--- config.mk ---
export PLATFORM = sky130hd
export DESIGN_NAME = game_sched
export DESIGN_NICKNAME = d
export VERILOG_FILES = /design/src/rtl/game_pkg.sv /design/src/rtl/hp_unit.sv /design/src/rtl/game_sched.sv
export SDC_FILE = /design/constraint.sdc
export NUM_CORES = 1
export LEC_CHECK = 0
export ABC_AREA = 1
export ABC_CLOCK_PERIOD_IN_PS = 3400
export CAP_MARGIN = 20
export CORE_ASPECT_RATIO = 1.1
export CORE_MARGIN = 5
export CORE_UTILIZATION = 33
export DETAILED_ROUTE_END_ITERATION = 8
export DONT_BUFFER_PORTS = 1
export PLACE_DENSITY = 0.56
export SETUP_SLACK_MARGIN = 0.5
export SLEW_MARGIN = 20
export SYNTH_ARGS = -nofsm -noshare
export SYNTH_HDL_FRONTEND = slang
export SYNTH_HIERARCHICAL = 1
export SYNTH_SLANG_ARGS = --single-unit
export TNS_END_PERCENT = 20
--- constraint.sdc ---
create_clock -name clk -period 3.4 [get_ports clk]
set_input_delay 0.68 -clock clk [delete_from_list [all_inputs] [get_ports clk]]
set_output_delay 0.68 -clock clk [all_outputs]
set_load 0.02 [all_outputs]
--- src/rtl/game_pkg.sv ---
// Shared encodings and widths for the falling-slime game-flow controller.
package game_pkg;

  typedef enum logic [2:0] {
    IDLE  = 3'd0,
    INIT  = 3'd1,
    PLAY  = 3'd2,
    PAUSE = 3'd3,
    DYING = 3'd4,
    OVER  = 3'd5
  } state_t;

  localparam int GAP_W   = 9;
  localparam int HP_W    = 4;
  localparam int SCORE_W = 10;
  localparam int LEVEL_W = 4;

  localparam logic [SCORE_W-1:0] SCORE_MAX = 10'd999;
  localparam logic [LEVEL_W-1:0] LEVEL_MAX = 4'd15;

endpackage

--- src/rtl/hp_unit.sv ---
// Hit-point keeper: owns hp and the post-hit invulnerability countdown.
module hp_unit
  import game_pkg::*;
#(
  parameter int HP_MAX    = 10,
  parameter int HIT_DMG   = 3,
  parameter int INV_TICKS = 32
) (
  input  logic            clk,
  input  logic            rst,
  input  logic            load,
  input  logic            land,
  input  logic            hit,
  input  logic            tick,
  input  logic            freeze,
  input  logic            kill,
  output logic [HP_W-1:0] hp,
  output logic            hp_zero
);

  localparam int INV_W = $clog2(INV_TICKS + 1);

  logic [INV_W-1:0]     inv_cnt;
  logic [INV_W-1:0]     inv_nxt;
  logic [HP_W-1:0]      hp_nxt;
  logic signed [HP_W:0] hp_sum;
  logic                 hit_eff;

  // hp_zero reflects the value hp is about to take, so the FSM can leave
  // PLAY on the same edge that hp reaches zero.
  always_comb begin
    hit_eff = hit && (inv_cnt == '0);
    hp_sum  = $signed({1'b0, hp}) + $signed({{HP_W{1'b0}}, land});
    if (hit_eff) hp_sum = hp_sum - $signed((HP_W + 1)'(HIT_DMG));

    if (hp_sum < 0)
      hp_nxt = '0;
    else if (hp_sum > $signed((HP_W + 1)'(HP_MAX)))
      hp_nxt = HP_W'(HP_MAX);
    else
      hp_nxt = hp_sum[HP_W-1:0];

    if (hit_eff)
      inv_nxt = INV_W'(INV_TICKS);
    else if (tick && (inv_cnt != '0))
      inv_nxt = inv_cnt - INV_W'(1);
    else
      inv_nxt = inv_cnt;

    if (kill) hp_nxt = '0;

    if (load) begin
      hp_nxt  = HP_W'(HP_MAX);
      inv_nxt = '0;
    end else if (freeze) begin
      hp_nxt  = hp;
      inv_nxt = inv_cnt;
    end

    hp_zero = (hp_nxt == '0);
  end

  always_ff @(posedge clk or negedge rst) begin
    if (!rst) begin
      hp      <= HP_W'(HP_MAX);
      inv_cnt <= '0;
    end else begin
      hp      <= hp_nxt;
      inv_cnt <= inv_nxt;
    end
  end

endmodule

--- src/rtl/game_sched.sv ---
// Game-flow controller: sequences start/play/pause/dying/over and keeps
// score, level and the floor-scroll period for the datapath and HUD.
module game_sched
  import game_pkg::*;
#(
  parameter int               HP_MAX       = 10,
  parameter int               HIT_DMG      = 3,
  parameter int               INV_TICKS    = 32,
  parameter logic [GAP_W-1:0] GAP_INIT     = 9'd200,
  parameter logic [GAP_W-1:0] GAP_MIN      = 9'd40,
  parameter logic [GAP_W-1:0] GAP_STEP     = 9'd10,
  parameter int               LEVEL_FLOORS = 10,
  parameter int               DIE_TICKS    = 64
) (
  input  logic               clk,
  input  logic               rst,
  input  logic               tick,
  input  logic               key_start,
  input  logic               key_pause,
  input  logic               hit_ceiling,
  input  logic               land,
  input  logic               fell,
  output logic [2:0]         state,
  output logic               run_en,
  output logic               game_clr,
  output logic [GAP_W-1:0]   time_gap,
  output logic [HP_W-1:0]    hp,
  output logic [SCORE_W-1:0] score,
  output logic [LEVEL_W-1:0] level
);

  localparam int FLOOR_W = $clog2(LEVEL_FLOORS);
  localparam int DIE_W   = $clog2(DIE_TICKS + 1);
  localparam logic [FLOOR_W-1:0] FLOOR_LAST = FLOOR_W'(LEVEL_FLOORS - 1);

  state_t             cur;
  state_t             nxt;
  logic [FLOOR_W-1:0] floor_cnt;
  logic [DIE_W-1:0]   die_cnt;
  logic               hp_zero;
  logic               in_play;
  logic               land_ok;

  assign state   = cur;
  assign run_en  = (cur == PLAY);
  assign in_play = (cur == PLAY);
  assign land_ok = in_play && !fell && land;

  hp_unit #(
    .HP_MAX   (HP_MAX),
    .HIT_DMG  (HIT_DMG),
    .INV_TICKS(INV_TICKS)
  ) u_hp (
    .clk    (clk),
    .rst    (rst),
    .load   (cur == INIT),
    .land   (land),
    .hit    (hit_ceiling),
    .tick   (tick),
    .freeze (!in_play),
    .kill   (in_play && fell),
    .hp     (hp),
    .hp_zero(hp_zero)
  );

  always_ff @(posedge clk or negedge rst) begin
    if (!rst) cur <= IDLE;
    else      cur <= nxt;
  end

  // A fall forces hp to zero inside hp_unit, so hp_zero alone covers both
  // ways of dying and already outranks a same-cycle pause request.
  always_comb begin
    nxt = cur;
    case (cur)
      IDLE:  if (key_start) nxt = INIT;
      INIT:  nxt = PLAY;
      PLAY: begin
        if (hp_zero)        nxt = DYING;
        else if (key_pause) nxt = PAUSE;
      end
      PAUSE: if (key_pause) nxt = PLAY;
      DYING: if (tick && (die_cnt == DIE_W'(1))) nxt = OVER;
      OVER:  if (key_start) nxt = INIT;
      default: nxt = IDLE;
    endcase
  end

  always_ff @(posedge clk or negedge rst) begin
    if (!rst) begin
      game_clr  <= 1'b0;
      time_gap  <= GAP_INIT;
      score     <= '0;
      level     <= '0;
      floor_cnt <= '0;
      die_cnt   <= '0;
    end else begin
      game_clr <= (nxt == INIT);
      case (cur)
        INIT: begin
          time_gap  <= GAP_INIT;
          score     <= '0;
          level     <= '0;
          floor_cnt <= '0;
          die_cnt   <= '0;
        end
        PLAY: begin
          if (land_ok) begin
            if (score != SCORE_MAX) score <= score + SCORE_W'(1);
            if (floor_cnt == FLOOR_LAST) begin
              floor_cnt <= '0;
              if (level != LEVEL_MAX) level <= level + LEVEL_W'(1);
              // Compare before subtracting so the 9-bit period never wraps.
              if ({1'b0, time_gap} >= ({1'b0, GAP_MIN} + {1'b0, GAP_STEP}))
                time_gap <= time_gap - GAP_STEP;
              else
                time_gap <= GAP_MIN;
            end else begin
              floor_cnt <= floor_cnt + FLOOR_W'(1);
            end
          end
          if (nxt == DYING) die_cnt <= DIE_W'(DIE_TICKS);
        end
        DYING: if (tick && (die_cnt != '0)) die_cnt <= die_cnt - DIE_W'(1);
        default: ;
      endcase
    end
  end

endmodule
==> results.md <==
- Status: completed
- Compound-Gate Fraction of Synth Area: 8.94%
- Clk Latency, worst-skew pair: 320 ps
- Simple-Gate Fraction of Synth Area: 40.0%
- Setup TNS: 0 ps
- Kind of critical path: flip-flop to flip-flop
- Total Routed Length: 7230 um
- Worst relative slew slack: 53.1%
- Synth Area per Inst: 7.12 um^2
- CTS buffer count: 5
- Met3 WL: 192 um
- Die X: 105 um
- 1st-iter DRT viols: 109
- Hold_buf cts: 0
- Number of distinct library cells after synthesis: 40
- Clock tree sinks: 47
- M1 wire length: 3340 um
- Pre-CTS setup slack: 348 ps
- CP max FO: 7
- Worst Skew: 20.3 ps
- Drt wl/cell: 12.3 um
- PD cells: 902 nW/um^2
- Slew @ Worst Pin: 695 ps
- Hold Vio Cnt, Final: 0
- Height of the die: 114 um
- Post-route ant nets: 0
- Final slew viol count: 0
- Highest metal used: met4
- Final Cycle Share: 77.9%
- Area Overhead vs Synth: 9.67%
- Cell row count: 38
- Core Util, Final: 36.7%
- Diodes inserted: 0
- Largest family of logic cells by synthesized area: simple AND/OR/NAND/NOR gates
- CP Data Required Time: 3650 ps
- Synth Warn #: 6
- Clock buffer depth: 2
- Mapped Area: 3270 um^2
- Hpwl dp: 5280 um
- Fmax: 377 MHz
- GP Congestion: 0.801
- Xor and xnor area share after synthesis: 1.07%
- GRT Util Overall: 12.1%
- CTS tree: yes
- DIE AREA: 12,000 um^2
- Critical Path Source Type: flip-flop
- I/O Pins: 40
- Core Area: 9790 um^2
- Grt total ovfl: 0
- Post-synthesis mux area share: 0%
- Met2 Wirelength: 3590 um
- Clock transition at path regs: 110 ps
- Tmin final: 2650 ps
- Vias per std cell: 4.86
- RSZ-0062 raised after global routing: no
- Largest net degree at the start of global routing: 48
- Syn Nets: 481
- DRT Pass-1 Iters: 4
- Synth Instances: 460
- Fraction of final layout cells sized beyond drive strength 1: 15.0%
- Vias in the first global route: 2,574
- Sequential-to-total area share from yosys stat: 36.1%
- IO buf count: 0
- Leakage: 1.79 nW
- First-pass GRT wire length: 12,200 um
- FILL cells: 1,005
- Nets: 488
- Finished Layout Cells: 588
- Initial core utilization: 33.4%
- DRC viols: 0
- # placed instances: 577
- Worst Hold Class: input pin to async pin
- Htree depth: 2
- Peak VDD IR: 0.254 mV
- Crit end category: flip-flop
- Max_cap viols: 0
- Final setup fails: 0
- Critical Path AT: 2900 ps
- Worst Slack Setup Final: 750 ps
- Seq cells post-synth: 47
- Area share of fa/ha/maj cells after synthesis: 4.97%
- Root Buffer: clkbuf_8
- Routed via count: 2,855
- Initial antenna violation count: 0
[routing by layer]
layer / global-route usage, % / vias to the layer above
met5: 0 / -
met4: 4.09 / 0
met3: 2.20 / 7
met2: 20.9 / 30
met1: 15.3 / 1329
li1: - / 1489
[worst max-delay path, cell delays in order (launching register included)]
cell and delay [ps]:
dfrtp_2 490, ha_4 200, ha_4 270, ha_2 190, nand3b_1 110, nand2_1 60
nand2_1 70, o21ai_2 70, nand2_2 70, nand3_2 80, a21boi_2 140, nand2_1 100
nor2_4 150, a21oi_1 50, nand2_1 100, nand2_1 100, nor2_4 200, nand2_1 80
nand2_1 70
[path summary, 6_finish.rpt]
path                                to  slack [ps]  depth (start not counted)  startpoint
min                        time_gap[5]          40                          0         rst
min reg2reg                 die_cnt[1]         510                          2  die_cnt[1]
max                         die_cnt[3]         750                         18  u_hp/hp[0]
min in group clk            die_cnt[1]         510                          2  die_cnt[1]
max in group asynchronous   u_hp/hp[3]        3150                          0         rst
max reg2reg                 die_cnt[3]         750                         18  u_hp/hp[0]
[power breakdown]
group / switching, mW / internal, mW / total, mW
Combinational: 1.12 / 0.611 / 1.73
Sequential: 0.343 / 0.748 / 1.09
Clock: 0.204 / 0.219 / 0.424
[metrics by stage]
| step | power [mW] | hold WS [ps] | instance area (um^2) |
|---|---|---|---|
| finish | 3.24 | 41.5 | 3590 |
| global route | 3.56 | 8.47 | 3590 |
| CTS | 3.18 | 24.0 | 3520 |
| detailed placement | 2.74 | 386 | 3410 |
| global placement | 2.71 | 386 | 3410 |
| floorplan | 2.38 | 384 | 3270 |
[cell usage after synthesis (all sizes together)]
| master | n | share of area [%] |
|---|---|---|
| nand2 | 142 | 17 |
| inv | 67 | 7.8 |
| nor2 | 54 | 8.0 |
| nand3 | 50 | 9.0 |
| dfrtp | 42 | 32 |
| o21ai | 30 | 5.0 |
| a21oi | 13 | 2.0 |
| ha | 13 | 5.0 |
| nand4 | 11 | 2.8 |
| buf | 5 | 0.84 |
| dfstp | 5 | 4.0 |
| or2 | 5 | 0.96 |
| nand3b | 4 | 0.92 |
| xor2 | 4 | 1.1 |
| nor3 | 3 | 0.61 |
| o21bai | 3 | 0.69 |
| o22ai | 2 | 0.38 |
| a21boi | 1 | 0.34 |
| and2 | 1 | 0.19 |
| clkinv | 1 | 0.15 |
| conb | 1 | 0.11 |
| nor4 | 1 | 0.19 |
| o211ai | 1 | 0.23 |
| o311ai | 1 | 0.27 |
[kinds of logic after synthesis]
group                    Yosys count
buffers and inverters             73
AO/OA/AOI/OAI                     51
flip-flops                        47
adder cells (fa/ha/maj)           13
XOR/XNOR                           4
AND/OR/NAND/NOR                  271
other                              1
[layout make-up]
| cell class | count | area [um^2] | area share [%] |
|---|---|---|---|
| multi-input combinational | 340 | 1850 | 51.5 |
| sequential | 47 | 1180 | 33.0 |
| inverter | 68 | 259 | 7.21 |
| tap | 120 | 150 | 4.18 |
| clock buffer | 5 | 68.8 | 1.92 |
| clock inverter | 3 | 43.8 | 1.22 |
| timing repair buffer | 5 | 37.5 | 1.05 |
[timing repair]
action	4_1_cts	5_1_grt
gates resized for setup	0	8
pin swaps	0	5
buffers inserted	0	3
setup endpoints to repair	1	7
hold endpoints to repair	0	0
[flip-flops by register name, summed over array words and instances, names as in the netlist]
register	flops
game_clr	1
die_cnt	7
floor_cnt	4
level	4
score	10
state	3
time_gap	8
u_hp/inv_cnt	6
u_hp/hp	4
[cell usage in the layout (no fill, tap or decap), types with 2 or more instances in the layout]
cell	synthesis	routed
or2_2	5	5
o21ai_1	15	15
ha_4	0	2
nand3_2	4	5
dfstp_2	5	5
nand3b_1	4	4
clkinv_2	1	2
inv_2	5	5
nand3_4	2	2
nor2_2	8	6
xor2_1	4	4
nand2_1	131	131
nand2_4	2	2
o21ai_0	13	13
o22ai_1	2	2
nand3_1	44	43
o21bai_1	3	3
dfrtp_1	42	41
nor2_4	3	5
ha_1	13	10
nor2_1	42	42
clkbuf_8	0	5
nor3_1	2	2
a21oi_1	13	13
nand2_2	9	9
buf_4	1	5
nand4_1	9	9
inv_1	61	61
Power figures use the tool's default switching activity.
